===== src/rtl/data_memory_unit.sv =====
// data_memory_unit: byte-lane RAM with LED, switch and timer registers mapped into the top 16 bytes.
// Define DMEM_TIMER_EN to build the timer; otherwise the TIMER word reads 0 and timer_irq is 0.
module data_memory_unit #(
    parameter int         RAM_WORDS   = 60,
    parameter logic [7:0] MMIO_BASE   = 8'hF0,
    parameter int         SYNC_STAGES = 2
) (
    input  logic        clk,
    input  logic        reset,
    input  logic [7:0]  access_address,
    input  logic [7:0]  data_write,
    input  logic [3:0]  byte_enable,
    input  logic        write_enable,
    output logic [31:0] data_read,
    input  logic [7:0]  switch_in,
    output logic [7:0]  led_out,
    output logic        timer_irq
);
    localparam logic [6:0] RAM_LIMIT = 7'(RAM_WORDS);
    logic [5:0]  idx;
    logic [1:0]  off;
    logic        mmio, ram_hit, mmio_wr;
    logic [31:0] mem [RAM_WORDS];
    logic [SYNC_STAGES-1:0][7:0] sync;
    logic [31:0] timer_word, rd_word;
    logic        unused_addr_bits;
    assign idx              = access_address[7:2];
    assign off              = access_address[3:2];
    assign mmio             = access_address[7:4] == MMIO_BASE[7:4];
    assign ram_hit          = !mmio && ({1'b0, idx} < RAM_LIMIT);
    assign mmio_wr          = write_enable && mmio;
    assign unused_addr_bits = &{1'b0, access_address[1:0]};
    always_ff @(posedge clk) begin
        if (write_enable && ram_hit)
            for (int k = 0; k < 4; k++)
                if (byte_enable[k]) mem[idx][8*k +: 8] <= data_write;
    end
    always_ff @(posedge clk or negedge reset) begin
        if (!reset) begin
            sync <= '0;
        end else begin
            sync[0] <= switch_in;
            for (int i = 1; i < SYNC_STAGES; i++) sync[i] <= sync[i-1];
        end
    end
`ifdef DMEM_TIMER_EN
    logic [7:0] count, compare;
    logic [2:0] ctrl;
    logic       match, timer_wr, hit;
    assign timer_wr   = mmio_wr && off == 2'd2;
    assign hit        = ctrl[0] && count == compare;
    assign timer_word = {7'b0, match, 5'b0, ctrl, compare, count};
    assign timer_irq  = match & ctrl[2];
    always_ff @(posedge clk or negedge reset) begin
        if (!reset) begin
            count   <= '0;
            compare <= '0;
            ctrl    <= '0;
            match   <= 1'b0;
        end else begin
            if (ctrl[0]) count <= (hit && ctrl[1]) ? 8'd0 : count + 8'd1;
            if (timer_wr && byte_enable[1]) compare <= data_write;
            if (timer_wr && byte_enable[2]) ctrl <= data_write[2:0];
            // a hardware match in the same cycle as a W1C keeps the flag set
            match <= hit | (match & ~(timer_wr & byte_enable[3] & data_write[0]));
        end
    end
`else
    assign timer_word = '0;
    assign timer_irq  = 1'b0;
`endif
    assign rd_word = mmio ? (off == 2'd0 ? {24'b0, led_out} :
                             off == 2'd1 ? {24'b0, sync[SYNC_STAGES-1]} :
                             off == 2'd2 ? timer_word : 32'b0)
                          : (ram_hit ? mem[idx] : 32'b0);
    always_ff @(posedge clk or negedge reset) begin
        if (!reset) begin
            data_read <= '0;
            led_out   <= '0;
        end else begin
            data_read <= rd_word;
            if (mmio_wr && off == 2'd0 && byte_enable[0]) led_out <= data_write;
        end
    end
endmodule


===== config.mk =====
export PLATFORM = sky130hd
export DESIGN_NAME = data_memory_unit
export DESIGN_NICKNAME = d
export VERILOG_FILES = /design/src/rtl/data_memory_unit.sv
export SDC_FILE = /design/constraint.sdc
export NUM_CORES = 2
export LEC_CHECK = 0
export ABC_AREA = 1
export CORE_MARGIN = 8
export CORE_UTILIZATION = 55
export CTS_CLUSTER_DIAMETER = 200
export DETAILED_ROUTE_END_ITERATION = 12
export PLACE_DENSITY_LB_ADDON = 0.08
export SLEW_MARGIN = 15
export SYNTH_ARGS = -nofsm -noshare
export SYNTH_HDL_FRONTEND = slang
export SYNTH_SLANG_ARGS = --single-unit

===== constraint.sdc =====
create_clock -name clk -period 1.35 [get_ports clk]
set_input_delay 0.27 -clock clk [delete_from_list [all_inputs] [get_ports clk]]
set_output_delay 0.27 -clock clk [all_outputs]
set_load 0.01 [all_outputs]

Word level (Yosys, flattened, before mapping):

Memory sizes are Yosys's and may differ from the RTL's.
Cells that the tools add are included.
Widths: inputs -> output; s select.

* output and inout bits: 41
* memory bits (writable): 1920
* bits in read-only memories: 0
* word-level logic and storage cells: 31
* memories: 1
* flip-flop bits (word level): 56
* bits in latches: 0
* bits of input ports: 31

Memories
* mem: words 60, width 32, read ports 1, clocked after memory_dff 0, write ports 1, RTL line 23 `logic [31:0] mem [RAM_WORDS];`

* div/mod/pow operators: 0
* $add $sub $neg: 0
* $lt $le $gt $ge: 1
* $mul: 0
* shift-type cells: 0
* mux-type cells: 16
* eq/ne operators: 2
* bitwise logic cells: 0
* reductions and logical operators: 7

Operator list (count)
* $mux 32: 2
* $mux 8: 2
* $mux 1: 12
* $lt 6x6->1 const B: 1
* $logic_and 1x1->1: 5
* $eq 4x4->1 const B: 1
* $eq 2x1->1 const B: 1
* $logic_not 2->1: 1
* $logic_not 1->1: 1

Longest topological paths before layout:

* word-level depth: 6
* depth in mapped cells: 15
* mapped depth without buffers: 12

Least setup slack after synthesis:

OpenSTA, ideal clock, no wires.

* kind: input -> register
* start: in access_address[2]
* end: mem mem[18][0], enable pin
* cell stages on the path: 7
* path slack: -733 ps
* buffers on the path: 4
* data required time: 980 ps
* setup time: 370 ps
* arrival: 1713 ps
* cells stage by stage: buf_4 > buf_2 > buf_4 > buf_2 > nor3_4 > nand2_1 > nor2_1

* cells in the longest elaborated chain, start to end: 5

RTL lines
* start, declared: RTL line 10 `input logic [7:0] access_address,`
* $lt 6x6->1: RTL line 30 `assign ram_hit = !mmio && ({1'b0, idx} < RAM_LIMIT);`
* $logic_and 1x1->1: RTL line 30
* $logic_and 1x1->1: RTL line 34 `if (write_enable && ram_hit)`
* $mux 1: RTL line 34
* $mux 1 (not written as such): RTL line 36 `if (byte_enable[k]) mem[idx][8*k +: 8] <= data_write;`
* end, declared: RTL line 23

Parallel ways exist; a longest one is shown, timed or not.

Worst setup path after layout:

* start: reg data_read[31]
* end: out data_read[31]

RTL lines
* start, declared: RTL line 14 `output logic [31:0] data_read,`
* start signal, assigned: RTL line 81 `data_read <= rd_word;`

No word-level cell between the ends.

==> out/summary.txt <==
status -> complete, but fails checks
failing checks -> setup timing
CTS tree -> done
setup ws final -> -489 ps
Power Density -> 1290 nW/um^2
std cell rows -> 141
Post-synth top cells -> nand2_1, edfxtp_1, nand3_1
final hold vios -> 0
CP Class -> flip-flop to primary output
worst vdd ir -> 1.19 mV
Max Slew Vio Count -> 0
core area -> 148000 um^2
Distinct cells, synth -> 28
Netlist Area Pre-Place -> 82000 um^2
first-pass GRT wire length -> 366000 um
CTS Buf Count -> 198
I/O pin total -> 72
Setup WS pre-CTS -> -1350 ps
all-layer global routing usage -> 30.3%
DRT Pass-1 Iters -> 7
WL final -> 253000 um
GP Congestion -> 0.933
critical path peak fanout -> 1
Layout area overhead -> 25.6%
max_cap viols -> 0
Mapped Cells -> 7448
count of input and output buffers -> 68
GR Overflow Total -> 0
Startpoint Class -> flip-flop
worst hold margin -> 159 ps
Worst-Margin Slew -> 664 ps
final setup TNS -> -13560 ps
Rel. slew slack -> 55.7%
number of flops mapped to enable cells by yosys -> 1920
Pwr Total -> 133 mW
Final HPWL DP -> 167000 um
Die H -> 402 um
die area -> 162000 um^2
clock skew -> 26.9 ps
syn nets -> 7479
vias after detailed routing -> 58400
# setup viols final -> 59
Primary FF master, synth -> edfxtp_1
initial antenna violation count -> 1
post-synth top area cell -> edfxtp_1
placed cells -> 9881
Pleak -> 41.0 nW
area share of the largest cell type after synthesis -> 70.3%
Design Area, Final -> 103000 um^2
htree depth -> 4
Vias per Instance -> 5.67
largest net degree at the start of global routing -> 70
Worst Path Required -> 1080 ps
Ant. Diodes -> 0
share of the yosys chip area belonging to registers -> 72.1%
drt wl/cell -> 24.6 um
vias in the first global route -> 56400
insertion delay to the later sink of the worst-skew pair -> 840 ps
Sink Count -> 1976
Nets -> 8236
largest cells by area after synthesis -> edfxtp_1, nand2_1, nand3_1
fin cells -> 10300
top-count cell post-synth -> nand2_1
CP arrival -> 1570 ps
clk slew on worst S/H paths -> 60 ps
RSZ-0062 raised after global routing -> yes
Initial Util -> 55.4%
# DRC -> 0
layout cell share with drive strength beyond 1 -> 23.3%
CP Capture Type -> primary output
Finished Core Util -> 69.7%
syn avg cell area -> 11.0 um^2
CTS root buffer -> clkbuf_16
minimum clock period -> 1840 ps
yosys synthesis warning count -> 0
number of antenna-violating nets in the routed design -> 0
area post-placement -> 93200 um^2
Async SR Flop Fraction -> 2.83%
Clock Path Buffers -> 3
Hold WC Path Type -> primary input to flip-flop
die width -> 402 um
final worst path period share -> 136%
DRT iter0 DRCs -> 7254
max frequency -> 0.544 GHz
Synth Register Bits -> 1976
metal layers:
metal | wire length [um] | up-vias | GRT usage, %
met5 | 13 | - | 0
met4 | 9350 | 2 | 10.2
met3 | 25900 | 484 | 5.92
met2 | 117000 | 2973 | 48.1
met1 | 100000 | 28500 | 42.5
li1 | - | 26400 | -
worst paths after layout:
kind | start | end | slack (ps) | cells after the start
worst max-delay path | data_read[31] | data_read[31] | -490 | 2
worst min-delay path | access_address[4] | data_read[21] | 160 | 7
worst max register to register | mem[15][2] | data_read[2] | -130 | 11
worst min register to register | sync[1] | sync[9] | 350 | 0
max in group asynchronous | reset | data_read[17] | 330 | 4
min in group asynchronous | reset | led_out[7] | 650 | 4
logic make-up (layout without fill, tap and decap cells):
group           count (synthesis)  in the layout  synth area share [%]
compound gates                266            266                  1.72
simple gates                 3966           3966                  20.0
other cells                     1              1               0.00458
mux                             8              8                 0.110
buf+inv                      1231           2154                  6.12
flops                        1976           1976                  72.1
registers in the layout, summed over array words and instances, names as in the netlist:
signal	cells
sync	16
led_out	8
data_read	32
mem	1920
power by group:
group,total [mW],switching [mW],internal (mW)
Clock,53.5,23.0,30.5
Sequential,67.9,0.240,67.7
Combinational,11.3,7.49,3.81
Total,133,30.7,102
placed cells by master, fill, tap and decap left out, drive strengths merged:
cell	n
conb	1
o21a	2
a221oi	2
dlygate4sd2	2
clkbuf	265
a221o	6
o21ai	39
dfrtp	56
edfxtp	1920
nor2	518
nand3	997
dlygate4sd3	18
nor3	4
nand2	2383
clkinvlp	5
clkdlybuf4s50	12
buf	917
bufinv	14
clkdlybuf4s15	1
inv	831
a21oi	204
o211ai	13
clkinv	89
nand4	64
mux2	8
final cells by class:
cell class / instances / area (um^2)
Clock buffer: 255 / 5350
Clock inverter: 111 / 935
Fill cell: 10600 / 44900
Inverter: 828 / 3150
Multi-Input combinational cell: 4241 / 21300
Sequential cell: 1976 / 59100
Tap cell: 1930 / 2410
Timing Repair Buffer: 960 / 10800
timing repair:
| item | CTS | global route |
|---|---|---|
| setup buffers | 18 | 18 |
| setup endpoints to repair | 2000 | 1751 |
| pin swaps | 130 | 161 |
| gates resized for setup | 561 | 348 |
| gates cloned | 2 | 9 |
| endpoints found under the hold margin | 349 | 0 |
| hold buffers | 18 | 0 |
worst max-delay path, cell delays in order (launching register included):
cell and delay (ps):
dfrtp_1 430, buf_12 170, buf_6 120
No activity file was read; power rests on OpenSTA's default activity.
